==> config.mk <==
export PLATFORM = sky130hd
export DESIGN_NAME = div_unit_seq
export DESIGN_NICKNAME = d
export VERILOG_FILES = /design/src/rtl/div_unit_seq.sv
export SDC_FILE = /design/constraint.sdc
export NUM_CORES = 1
export LEC_CHECK = 0
export ABC_AREA = 1
export CELL_PAD_IN_SITES_DETAIL_PLACEMENT = 1
export CELL_PAD_IN_SITES_GLOBAL_PLACEMENT = 1
export CORE_MARGIN = 3
export CORE_UTILIZATION = 41
export CTS_CLUSTER_DIAMETER = 30
export CTS_CLUSTER_SIZE = 28
export DETAILED_ROUTE_END_ITERATION = 8
export GPL_ROUTABILITY_DRIVEN = 0
export PLACE_DENSITY = 0.91
export SYNTH_ARGS = -nofsm -noshare
export SYNTH_HDL_FRONTEND = slang
export SYNTH_SLANG_ARGS = --single-unit
==> constraint.sdc <==
create_clock -name clk -period 2.8 [get_ports clk]
set_input_delay 0.42 -clock clk [delete_from_list [all_inputs] [get_ports clk]]
set_output_delay 0.42 -clock clk [all_outputs]
set_load 0.03 [all_outputs]
==> src/rtl/div_unit_seq.sv <==
// Iterative restoring divider (one quotient bit per cycle) for DIVU/DIV.
// Optional signed support is compiled in with `define SIGNED_DIV_EN.
module div_unit_seq #(
  parameter int WIDTH = 32,
  parameter int CNT_W = 6
) (
  input  logic             clk,
  input  logic             rst_n,
  input  logic             Start,
  input  logic             Signed,
  input  logic [WIDTH-1:0] DataA,
  input  logic [WIDTH-1:0] DataB,
  output logic             Busy,
  output logic             Done,
  output logic [WIDTH-1:0] Quotient,
  output logic [WIDTH-1:0] Remainder,
  output logic             DivByZero
);

  typedef enum logic [1:0] {IDLE, CALC, ZERO, DONE} state_t;

  state_t           state_q, state_d;
  logic [CNT_W-1:0] cnt_q, cnt_d;
  logic [WIDTH-1:0] rem_q, rem_d, quo_q, quo_d;
  logic [WIDTH-1:0] dvs_q, dvs_d, dvd_q, dvd_d;
  logic [WIDTH-1:0] quotient_q, quotient_d, remainder_q, remainder_d;
  logic             dbz_q, dbz_d;

  logic [WIDTH-1:0] abs_a, abs_b;
  logic [WIDTH:0]   rem_sh;
  logic [WIDTH+1:0] trial;
  logic             no_borrow;
  logic [WIDTH-1:0] rem_next, quo_next, q_final, r_final;
  logic             unused_trial_msb;

`ifdef SIGNED_DIV_EN
  logic neg_quo_q, neg_quo_d, neg_rem_q, neg_rem_d;
  logic sign_a, sign_b;

  always_comb begin
    sign_a = Signed & DataA[WIDTH-1];
    sign_b = Signed & DataB[WIDTH-1];
    abs_a  = sign_a ? -DataA : DataA;
    abs_b  = sign_b ? -DataB : DataB;
  end
`else
  logic unused_signed;
  assign unused_signed = Signed;
  assign abs_a = DataA;
  assign abs_b = DataB;
`endif

  // Subtract by invert-and-carry-in over WIDTH+1 bits; carry-out set means no borrow.
  assign rem_sh           = {rem_q, quo_q[WIDTH-1]};
  assign trial            = {1'b0, rem_sh} + {1'b0, ~{1'b0, dvs_q}} + (WIDTH+2)'(1);
  assign no_borrow        = trial[WIDTH+1];
  assign unused_trial_msb = trial[WIDTH];
  assign rem_next         = no_borrow ? trial[WIDTH-1:0] : rem_sh[WIDTH-1:0];
  assign quo_next         = {quo_q[WIDTH-2:0], no_borrow};

`ifdef SIGNED_DIV_EN
  assign q_final = neg_quo_q ? -quo_next : quo_next;
  assign r_final = neg_rem_q ? -rem_next : rem_next;
`else
  assign q_final = quo_next;
  assign r_final = rem_next;
`endif

  always_comb begin
    state_d     = state_q;
    cnt_d       = cnt_q;
    rem_d       = rem_q;
    quo_d       = quo_q;
    dvs_d       = dvs_q;
    dvd_d       = dvd_q;
    quotient_d  = quotient_q;
    remainder_d = remainder_q;
    dbz_d       = dbz_q;
`ifdef SIGNED_DIV_EN
    neg_quo_d   = neg_quo_q;
    neg_rem_d   = neg_rem_q;
`endif
    case (state_q)
      IDLE, DONE: begin
        state_d = IDLE;
        if (Start) begin
          dbz_d = 1'b0;
          dvd_d = DataA;
          dvs_d = abs_b;
`ifdef SIGNED_DIV_EN
          neg_quo_d = sign_a ^ sign_b;
          neg_rem_d = sign_a;
`endif
          if (DataB == '0) begin
            state_d = ZERO;
          end else begin
            state_d = CALC;
            cnt_d   = CNT_W'(WIDTH);
            rem_d   = '0;
            quo_d   = abs_a;
          end
        end
      end
      CALC: begin
        rem_d = rem_next;
        quo_d = quo_next;
        cnt_d = cnt_q - CNT_W'(1);
        if (cnt_q == CNT_W'(1)) begin
          quotient_d  = q_final;
          remainder_d = r_final;
          state_d     = DONE;
        end
      end
      ZERO: begin
        quotient_d  = '1;
        remainder_d = dvd_q;
        dbz_d       = 1'b1;
        state_d     = DONE;
      end
      default: state_d = IDLE;
    endcase
  end

  always_ff @(posedge clk or negedge rst_n) begin
    if (!rst_n) begin
      state_q     <= IDLE;
      cnt_q       <= '0;
      rem_q       <= '0;
      quo_q       <= '0;
      dvs_q       <= '0;
      dvd_q       <= '0;
      quotient_q  <= '0;
      remainder_q <= '0;
      dbz_q       <= 1'b0;
`ifdef SIGNED_DIV_EN
      neg_quo_q   <= 1'b0;
      neg_rem_q   <= 1'b0;
`endif
    end else begin
      state_q     <= state_d;
      cnt_q       <= cnt_d;
      rem_q       <= rem_d;
      quo_q       <= quo_d;
      dvs_q       <= dvs_d;
      dvd_q       <= dvd_d;
      quotient_q  <= quotient_d;
      remainder_q <= remainder_d;
      dbz_q       <= dbz_d;
`ifdef SIGNED_DIV_EN
      neg_quo_q   <= neg_quo_d;
      neg_rem_q   <= neg_rem_d;
`endif
    end
  end

  assign Busy      = (state_q == CALC) || (state_q == ZERO);
  assign Done      = (state_q == DONE);
  assign Quotient  = quotient_q;
  assign Remainder = remainder_q;
  assign DivByZero = dbz_q;

endmodule

==> metrics.log <==
INFO  metric tightest_slew = 0.766 ns
INFO  metric hold_depth = 3
INFO  metric clock_sinks = 201
INFO  metric syn-num-nets = 1662
INFO  metric critPathSlowestCell = sky130_fd_sc_hd__dfrtp_1
INFO  metric p_leak = 7.68 nW
INFO  metric p_per_area = 1620 mW/mm^2
INFO  metric num_rows = 59
INFO  metric detailroute.via_count = 11549
INFO  metric layout.cells.non_filler = 2073
INFO  metric r2r_end = Remainder[23]
INFO  metric timing.slew.headroom = 0.490
INFO  metric postSynth.asyncResetShare = 1.00
INFO  metric drive_gt1_frac = 0.0702
INFO  metric grt_first_pass_wirelength = 68.8 mm
INFO  metric place.port_buffers = 133
INFO  metric rsz_0062_raised_after_global_routing = false
INFO  metric first_global_vias = 12766
INFO  metric hpwlAfterDp = 27.7 mm
INFO  metric grt_start_max_net_pins = 77
INFO  metric cts_root_buffer = sky130_fd_sc_hd__clkbuf_16
INFO  metric crit_chain = ha_1 -> nand2_1 -> inv_1 -> nand2_1 -> nand2_1 -> inv_1 -> nand3_2 -> nand2_1 -> nand2_2 -> nand2_2 -> nand2_8 -> buf_4 -> nand3_1 -> nand3_1 -> nand2_1 -> nand2_1
INFO  metric max_cap_violations = 0
INFO  metric critPathCaptureType = register
INFO  metric critPathArrivalTime = 3.13 ns
INFO  metric antenna_found_initial = 0
INFO  metric yosys.cell_types.count = 36
INFO  metric postSynthRegisterBits = 201
INFO  metric grtUsageTotal = 0.298
INFO  metric outcome = complete, no violations
INFO  metric dpl_cell_area = 0.0130 sq mm
INFO  metric drtPass1Iterations = 5
INFO  metric highest_layer = met4
INFO  metric fp.dieArea = 0.0294 sq mm
INFO  metric min_path_type = input pin to register
INFO  metric cp_top_family = simple AND/OR/NAND/NOR gates
INFO  metric number_of_antenna_diodes = 0
INFO  metric tritoncts.num_buffers = 45
INFO  metric postCtsSetupRepairBufs = 0
INFO  metric finalWirelength = 44.3 mm
INFO  metric r2r_cells = 16
INFO  metric mappedNetlistArea = 0.0112 sq mm
INFO  metric wl_met1 = 17.3 mm
INFO  metric max-vdd-ir-drop = 0.765 mV
INFO  metric synthMostInstantiatedCell = sky130_fd_sc_hd__nand2_1
INFO  metric finalSetupViolations = 0
INFO  metric num_io_pins = 135
INFO  metric wl_per_cell = 21.4 um
INFO  metric cpMostUsedCell = sky130_fd_sc_hd__nand2_1
INFO  metric fin_area = 0.0146 sq mm
INFO  metric hold_end = dvs_q[22]
INFO  metric clock_insertion_delay_worst_skew = 0.56 ns
INFO  metric dr.first_iter.drc_count = 806
INFO  metric hold_viol = 0
INFO  metric layout.filler_cells = 3202
INFO  metric routed-wl-met3 = 2.54 mm
INFO  metric layout_worst_path_cycle_share = 0.963
INFO  metric startpoint = rem_q[7]
INFO  metric crit_type = register to register
INFO  metric netlist.top_cell.by_area = sky130_fd_sc_hd__dfrtp_1
INFO  metric dieHeight = 172 um
INFO  metric timing.critical_path.buf_inv = 3
INFO  metric biggest_fanout_along_the_worst_timing_path = 23
INFO  metric drtAntennaViolNets = 0
INFO  metric clkSlewWorstSetupHoldPaths = 0.05 ns
INFO  metric yosysTopAreaCellShare = 0.448
INFO  metric die-width = 172 um
INFO  metric post_synth.cell_area_avg = 7.22 sq um
INFO  metric postSynth.topFlopCell = sky130_fd_sc_hd__dfrtp_1
INFO  metric overflow_after_grt = 0
INFO  metric r2r_slack = 0.10 ns
INFO  metric fin_skew = 0.0427 ns
INFO  metric post_route_drc = 0
INFO  metric synthTopCellsByCount = sky130_fd_sc_hd__nand2_1, sky130_fd_sc_hd__inv_1, sky130_fd_sc_hd__dfrtp_1
INFO  metric cts_tree = yes
INFO  metric syn-instance-count = 1556
INFO  metric reg2reg_from = rem_q[7]
INFO  metric start_kind = register
INFO  metric setup_tns_final = 0 ns
INFO  metric areaGrowthSynthToFinish = 29.7%
INFO  metric max_freq = 371 MHz
INFO  metric route.met2.wl = 22.3 mm
INFO  metric post-place-cells = 1989
INFO  metric core_area = 0.0265 sq mm
INFO  metric finalCriticalPeriod = 2.70 ns
INFO  metric yosysWarnings = 0
INFO  metric start_util = 0.424
INFO  metric htreeDepth = 2
INFO  metric post_layout_utilization_of_the_core = 0.550
INFO  metric cts.path.max_buffers = 3
INFO  metric yosys-top-cells-area = sky130_fd_sc_hd__dfrtp_1, sky130_fd_sc_hd__nand2_1, sky130_fd_sc_hd__inv_1, sky130_fd_sc_hd__nand3_1, sky130_fd_sc_hd__ha_1
INFO  metric nNetsFinal = 1808
INFO  metric synth-seq-area-share = 0.448
INFO  metric edff_count_synth = 0
INFO  metric cp_data_required_time = 3.23 ns
INFO  metric worst_path_largest_cell_delay = 0.40 ns
INFO  metric viasPerCell = 5.57
INFO  metric drv_slew = 0
INFO  metric hold_path.startpoint = DataB[22]
-- worst register-to-register path: cells and delay by family (launching register included) --
| family | cells | cell delay, ns |
|---|---|---|
| fa+ha+maj | 1 | 0.36 |
| buf+inv | 3 | 0.41 |
| flops | 1 | 0.40 |
| simple gates | 12 | 1.42 |
-- registers in the layout, indices dropped and copies added (netlist names) --
signal     flops
cnt_q          6
state_q        2
Quotient      32
dvd_q         32
quo_q         32
Remainder     32
rem_q         32
dvs_q         32
DivByZero      1
-- power breakdown --
group | switching, mW | total (mW) | leakage (nW) | internal [mW]
combinational | 8.89 | 12.9 | 4.43 | 4.03
clock | 1.86 | 5.52 | 0.750 | 3.66
sequential | 0.962 | 5.24 | 2.51 | 4.27
-- logic make-up after synthesis --
| group | Yosys count | synth area share |
|---|---|---|
| XOR/XNOR | 17 | 0.0132 |
| AO/OA/AOI/OAI | 176 | 0.0907 |
| flip-flops | 201 | 0.448 |
| adder cells (fa/ha/maj) | 38 | 0.0430 |
| AND/OR/NAND/NOR | 848 | 0.308 |
| buffers and inverters | 276 | 0.0974 |
-- how the worst max path moves through the flow --
stage | to | slack, ns | cells after the start
4_1_cts | Remainder[23] | 0.03 | 15
6_report | Remainder[23] | 0.10 | 16
5_1_grt | Remainder[23] | 0.01 | 15
2_1_floorplan | rem_q[10] | 0.78 | 9
3_5_place_dp | rem_q[0] | 0.05 | 11
3_3_place_gp | rem_q[0] | 0.15 | 11
-- per-layer routing --
metal / vias to the layer above / track usage
met4: 0 / 0.145
met5: - / 0
met1: 5715 / 0.347
met3: 159 / 0.0450
li1: 5170 / -
met2: 505 / 0.537
-- cell type report --
type                            count  area [sq um]  area share
Clock buffer                       61          1280      0.0877
Multi-Input combinational cell   1079          5150       0.353
Inverter                          216           811      0.0556
Tap cell                          335           419      0.0288
Sequential cell                   201          5030       0.345
Timing Repair Buffer              159          1600       0.110
Clock inverter                     22           284      0.0195
-- placed cells by master (no fill, tap or decap), types with 5 or more instances in the layout --
cell type	count
sky130_fd_sc_hd__o21ai_1	14
sky130_fd_sc_hd__a21oi_1	50
sky130_fd_sc_hd__clkbuf_8	8
sky130_fd_sc_hd__clkbuf_16	46
sky130_fd_sc_hd__nand4_1	10
sky130_fd_sc_hd__nand3b_1	5
sky130_fd_sc_hd__and2_1	9
sky130_fd_sc_hd__inv_1	212
sky130_fd_sc_hd__clkbuf_1	8
sky130_fd_sc_hd__nand2_1	625
sky130_fd_sc_hd__buf_12	5
sky130_fd_sc_hd__nor2_1	50
sky130_fd_sc_hd__clkdlybuf4s50_1	132
sky130_fd_sc_hd__dfrtp_1	201
sky130_fd_sc_hd__bufinv_16	5
sky130_fd_sc_hd__o22a_1	28
sky130_fd_sc_hd__clkinvlp_4	6
sky130_fd_sc_hd__clkinv_2	7
sky130_fd_sc_hd__nand3_1	126
sky130_fd_sc_hd__o21ai_0	74
sky130_fd_sc_hd__xor2_1	13
sky130_fd_sc_hd__ha_1	36
sky130_fd_sc_hd__buf_4	18
-- stage by stage --
step	hold WS, ns	setup WS, ns	power, mW
floorplan	0.124	0.785	13.0
global placement	0.467	0.148	16.5
detailed placement	0.474	0.0482	17.2
CTS	0.459	0.0337	23.4
global route	0.493	0.0139	25.1
finish	0.463	0.103	23.7
-- what timing repair did --
item	4_1_cts	5_1_grt
gates resized for setup	0	8
endpoints found under the setup margin	0	27
hold endpoints to repair	73	0
hold buffers	1	0
Note: power is estimated with default switching activity, not from simulation.
